**config.mk**
```make
export PLATFORM = sky130hd
export DESIGN_NAME = minipit_host_loader
export DESIGN_NICKNAME = d
export VERILOG_FILES = /design/src/rtl/minipit_host_loader.sv
export SDC_FILE = /design/constraint.sdc
export NUM_CORES = 1
export LEC_CHECK = 0
export CAP_MARGIN = 5
export CORE_ASPECT_RATIO = 1.4
export CORE_UTILIZATION = 50
export CTS_CLUSTER_SIZE = 14
export DETAILED_ROUTE_END_ITERATION = 8
export HOLD_SLACK_MARGIN = 0.03
export PLACE_DENSITY = 0.78
export SETUP_SLACK_MARGIN = 0.5
export SLEW_MARGIN = 20
export SYNTH_ARGS = -nofsm -noshare
export SYNTH_HDL_FRONTEND = slang
export SYNTH_SLANG_ARGS = --single-unit
```
**constraint.sdc**
```tcl
create_clock -name clk -period 3.23 [get_ports clk]
set_input_delay 0.646 -clock clk [delete_from_list [all_inputs] [get_ports clk]]
set_output_delay 0.646 -clock clk [all_outputs]
set_load 0.01 [all_outputs]
```
**src/rtl/minipit_host_loader.sv**
```systemverilog
// Host-side loader for the minipit timer: serialises one divisor/config command into
// byte-wide register writes with setup/strobe/gap timing, and counts timer interrupt edges.
module minipit_host_loader #(
  parameter int unsigned STROBE_CYCLES = 1,
  parameter int unsigned GAP_CYCLES    = 2,
  parameter bit          AUTO_START    = 1'b1
) (
  input  logic        clk,
  input  logic        rst,
  input  logic        cmd_valid,
  output logic        cmd_ready,
  input  logic [15:0] cmd_divisor,
  input  logic [7:0]  cmd_config,
  output logic        load_done,
  output logic [1:0]  pit_addr,
  output logic [7:0]  pit_data,
  output logic        pit_we,
  input  logic        pit_busy,
  input  logic        pit_irq,
  input  logic        irq_clear,
  output logic [7:0]  irq_count,
  output logic        irq_pending
);

  typedef enum logic [2:0] {
    S_IDLE,
    S_SETUP,
    S_STROBE,
    S_GAP,
    S_DONE
  } state_e;

  localparam logic [1:0] LAST_IDX    = AUTO_START ? 2'd3 : 2'd2;
  localparam logic [3:0] STROBE_LAST = 4'(STROBE_CYCLES - 1);
  localparam logic [3:0] GAP_LAST    = (GAP_CYCLES == 0) ? 4'd0 : 4'(GAP_CYCLES - 1);

  state_e      state_q;
  logic [1:0]  idx_q;
  logic [3:0]  tmr_q;
  logic [15:0] div_q;
  logic [7:0]  cfg_q;
  logic        ready_q;
  logic        done_q;
  logic [1:0]  addr_q;
  logic [7:0]  data_q;
  logic        we_q;

  logic [1:0]  next_idx;
  logic [7:0]  next_data;

  assign next_idx = idx_q + 2'd1;

  // NOTE: every combinational output gets a default first so no path leaves it unassigned (no latch).
  always_comb begin
    next_data = 8'h01;
    case (next_idx)
      2'd0:    next_data = cfg_q;
      2'd1:    next_data = div_q[7:0];
      2'd2:    next_data = div_q[15:8];
      default: next_data = 8'h01;
    endcase
  end

  // NOTE: the reset is asynchronous so pit_we drops at once, and all state uses non-blocking updates.
  always_ff @(posedge clk or posedge rst) begin
    if (rst) begin
      state_q <= S_IDLE;
      idx_q   <= 2'd0;
      tmr_q   <= 4'd0;
      div_q   <= 16'd0;
      cfg_q   <= 8'd0;
      ready_q <= 1'b1;
      done_q  <= 1'b0;
      addr_q  <= 2'd0;
      data_q  <= 8'd0;
      we_q    <= 1'b0;
    end else begin
      case (state_q)
        S_IDLE: begin
          if (cmd_valid && ready_q) begin
            div_q   <= cmd_divisor;
            cfg_q   <= cmd_config;
            idx_q   <= 2'd0;
            addr_q  <= 2'd0;
            data_q  <= cmd_config;
            ready_q <= 1'b0;
            state_q <= S_SETUP;
          end
        end
        S_SETUP: begin
          if (!pit_busy) begin
            we_q    <= 1'b1;
            tmr_q   <= STROBE_LAST;
            state_q <= S_STROBE;
          end
        end
        S_STROBE, S_GAP: begin
          if (tmr_q != 4'd0) begin
            tmr_q <= tmr_q - 4'd1;
          end else if (state_q == S_STROBE && GAP_CYCLES != 0) begin
            we_q    <= 1'b0;
            tmr_q   <= GAP_LAST;
            state_q <= S_GAP;
          end else begin
            // End of this write's timing window: either finish or set up the next register.
            we_q <= 1'b0;
            if (idx_q == LAST_IDX) begin
              done_q  <= 1'b1;
              state_q <= S_DONE;
            end else begin
              idx_q   <= next_idx;
              addr_q  <= next_idx;
              data_q  <= next_data;
              state_q <= S_SETUP;
            end
          end
        end
        S_DONE: begin
          done_q  <= 1'b0;
          ready_q <= 1'b1;
          state_q <= S_IDLE;
        end
        default: begin
          we_q    <= 1'b0;
          done_q  <= 1'b0;
          ready_q <= 1'b1;
          state_q <= S_IDLE;
        end
      endcase
    end
  end

  assign cmd_ready = ready_q;
  assign load_done = done_q;
  assign pit_addr  = addr_q;
  assign pit_data  = data_q;
  assign pit_we    = we_q;

  logic       irq_prev_q;
  logic       irq_rise;
  logic [7:0] irq_count_q;
  logic [7:0] irq_count_d;
  logic       irq_pending_q;

  // A clear that coincides with a new edge keeps that edge, so the count restarts at 1.
  always_comb begin
    irq_rise    = pit_irq && !irq_prev_q;
    irq_count_d = irq_count_q;
    if (irq_clear) begin
      irq_count_d = {7'd0, irq_rise};
    end else if (irq_rise && irq_count_q != 8'hFF) begin
      irq_count_d = irq_count_q + 8'd1;
    end
  end

  always_ff @(posedge clk or posedge rst) begin
    if (rst) begin
      irq_prev_q    <= 1'b0;
      irq_count_q   <= 8'd0;
      irq_pending_q <= 1'b0;
    end else begin
      irq_prev_q    <= pit_irq;
      irq_count_q   <= irq_count_d;
      irq_pending_q <= (irq_count_d != 8'd0);
    end
  end

  assign irq_count   = irq_count_q;
  assign irq_pending = irq_pending_q;

endmodule

```
==> out/metrics.csv <==
metric,value,unit
ctsResizeCount,0,
synth_xor_area_frac,0.0133,
ir_drop,0.000295,V
holdBufCountCts,0,
synth_compound_area_frac,0.146,
core,4950,um2
reg2reg_from,tmr_q[0]$_DFFE_PP0P_,
post-synth-top-area-cell,dfrtp_1,
fmax,0.394,GHz
drc_errors,0,
cp_slowest_cell,clkdlybuf4s50_1,
vias,2076,
rrSetupSlack,0.99,ns
die_area,5550,um2
clk_pin_slew,0.09,ns
final.setup.tns,0,ns
path_cells,clkdlybuf4s50_1 -> nor2b_1 -> nand2_1 -> or3_1 -> o311a_1 -> or4_1,
wl_per_cell,16.4,um
whs_path_depth,2,
layout_common_cells,"dfrtp_1, clkdlybuf4s50_1, nor2_1, mux2_2, a21oi_1",
crit_type,in2reg,
p_leak,1.38,nW
cts_buffers,5,
drive_above_1_share,0.147,
p_int,1.67,mW
path_max_fanout,8,
fin_area,3280,um2
slowest_delay,0.50,ns
finalNetCount,329,
synth_nets,280,
rr_worst_depth,8,
cts_htree_levels,2,
syn_to_final_growth,24.9,%
overflow,0,
worstPathRequired,3.41,ns
slew_headroom,0.519,
grt_max_degree,36,
finalNonFillerCells,357,
dp.cells,349,
yosysTopAreaCellShare,0.505,
final_util,0.662,
clockRootBuffer,clkbuf_8,
power.share.clock,0.152,
min_to,cmd_ready$_DFFE_PP1P_,
combPwrFrac,0.403,
cap_viol_max_count,0,
syn_avg_cell_area,10.8,um2
post_cts_buffers,0,
synth-edff-count,0,
fin_crit_sh,0.786,
rows,30,
synth_fa_ha_area_frac,0.0333,
switching_share,0.350,
synthMuxAreaShare,0.115,
grt_pass1_vias,2049,
final_common_cell,dfrtp_1,
drtIter0Drc,178,
syn_inst,243,
clock_skew,0.00818,ns
grtUsageTotal,0.229,
ys_types,45,
cts_tree,done,
grt_pass1_wl,9.72,mm
ys.warnings.count,0,
synth_top_family_by_area,compound AO/OA/AOI/OAI gates,
reg2reg_to,pit_data[3]$_DFFE_PP0P_,
hold_path_class,reg2reg,
io-pin-count,52,
syn-cell-area,2630,um2
finalSetupViolations,0,
synth_area_leaders,"dfrtp_1, mux2_2, nor2_1, a21oi_1, ha_1",
dieWidth,63.3,um
wl,5.84,mm
clock_sinks,54,
dpl_cell_area,3190,um2
antenna_found_initial,0,
ys.flop_type,dfrtp_1,
powerDensity,783,nW/um2
vias_per_cell,5.82,
drtAntennaViolNets,0,
ys_ff_latch,54,
post-dp-hpwl,4.22,mm
slew_viol_final,0,
worstMarginPinSlew,0.721,ns
gp_congestion,0.796,
postSynth.asyncResetShare,1.00,
clk_latency,0.31,ns
antennaDiodeCount,0,
finalHoldViolations,0,
startpoint,pit_irq,
worstPathArrival,2.72,ns
die_y,87.8,um
status,"finished, final reports clean",
start_kind,primary input,
power_frac_seq,0.445,
rsz0062_at_grt,no,
min_from,cmd_ready$_DFFE_PP1P_,
clk_path_buf_depth,2,
placement.io_buffers,51,
cp-end-kind,flip-flop,
p_sw,0.898,mW
yosys.area_share.simple,0.139,
drtPass1Iterations,5,
yosysSeqAreaShare,0.515,
initial_core_util,0.530,
final.min_clock_period,2.54,ns
-- worst max path at each step --
stage | slack (ns) | endpoint | cells past startpoint
floorplan | 1.09 | irq_pending$_DFF_PP0_ | 6
global placement | 0.44 | irq_pending$_DFF_PP0_ | 6
detailed placement | 0.38 | irq_pending$_DFF_PP0_ | 6
CTS | 0.71 | irq_pending$_DFF_PP0_ | 6
global route | 0.59 | irq_pending$_DFF_PP0_ | 6
finish | 0.69 | irq_pending$_DFF_PP0_ | 6
-- stage by stage --
step | power, mW | worst slack, ns | hold slack (ns)
final | 2.57 | 0.692 | 0.513
after global routing | 2.76 | 0.592 | 0.537
after CTS | 2.57 | 0.711 | 0.515
after detailed placement | 2.19 | 0.381 | 0.495
after global placement | 2.15 | 0.441 | 0.488
after floorplan | 1.81 | 1.09 | 0.480
-- synth_stat cells, types with 2 or more instances --
cell,number
dfrtp_1,53
nor2_1,32
mux2_2,25
a21oi_1,19
nand2_1,10
inv_1,9
a222oi_1,8
o21ai_0,8
clkbuf_1,7
ha_1,7
buf_2,5
nor3_1,5
nor2b_1,4
a31oi_1,3
nand2b_1,3
nand3_1,3
o32ai_1,3
or3_1,3
xnor2_1,3
a22oi_1,2
a32o_1,2
and3_1,2
and4_1,2
mux2i_1,2
nand4_1,2
o22a_1,2
-- metal layers --
layer | wire length (um) | vias up | track usage
met5 | 0 | - | 0
met4 | 131 | 0 | 0.103
met3 | 264 | 12 | 0.0638
met2 | 3040 | 58 | 0.392
met1 | 2410 | 1024 | 0.268
li1 | - | 982 | -
-- power by group through the flow --
stage / registers, mW / logic (mW) / clock network (mW)
3_3_place_gp: 1.14 / 1.00 / 0
3_5_place_dp: 1.16 / 1.03 / 0
6_report: 1.14 / 1.03 / 0.389
5_1_grt: 1.18 / 1.15 / 0.423
4_1_cts: 1.14 / 1.04 / 0.393
2_1_floorplan: 1.12 / 0.688 / 0
-- state kept, by name, indices dropped and copies added (netlist names) --
name,flops
div_q,16
cfg_q,8
irq_count,8
pit_data,8
tmr_q,4
state_q,3
pit_addr,2
cmd_ready,1
irq_pending,1
irq_prev_q,1
load_done,1
pit_we,1
-- cell families after synthesis --
logic type               count (synthesis)
XOR/XNOR                                 4
AO/OA/AOI/OAI                           55
multiplexers                            27
adder cells (fa/ha/maj)                  7
flip-flops                              54
buffers and inverters                   23
AND/OR/NAND/NOR                         73
-- cell type report --
class,instances,area (um2)
clock buffers,7,86.3
clock inverters,1,5.00
fillers,425,1680
inverters,9,33.8
multi-input cells,166,1170
flip-flops and latches,54,1350
well taps,64,80.1
repair buffers,56,548
-- critical path, delay by kind of cell --
kind / cells / cell delay (ns)
buffers and inverters: 1 / 0.50
AOI/OAI and AO/OA: 1 / 0.13
and+or+nand+nor: 4 / 1.43
Power figures use the tool's default switching activity.
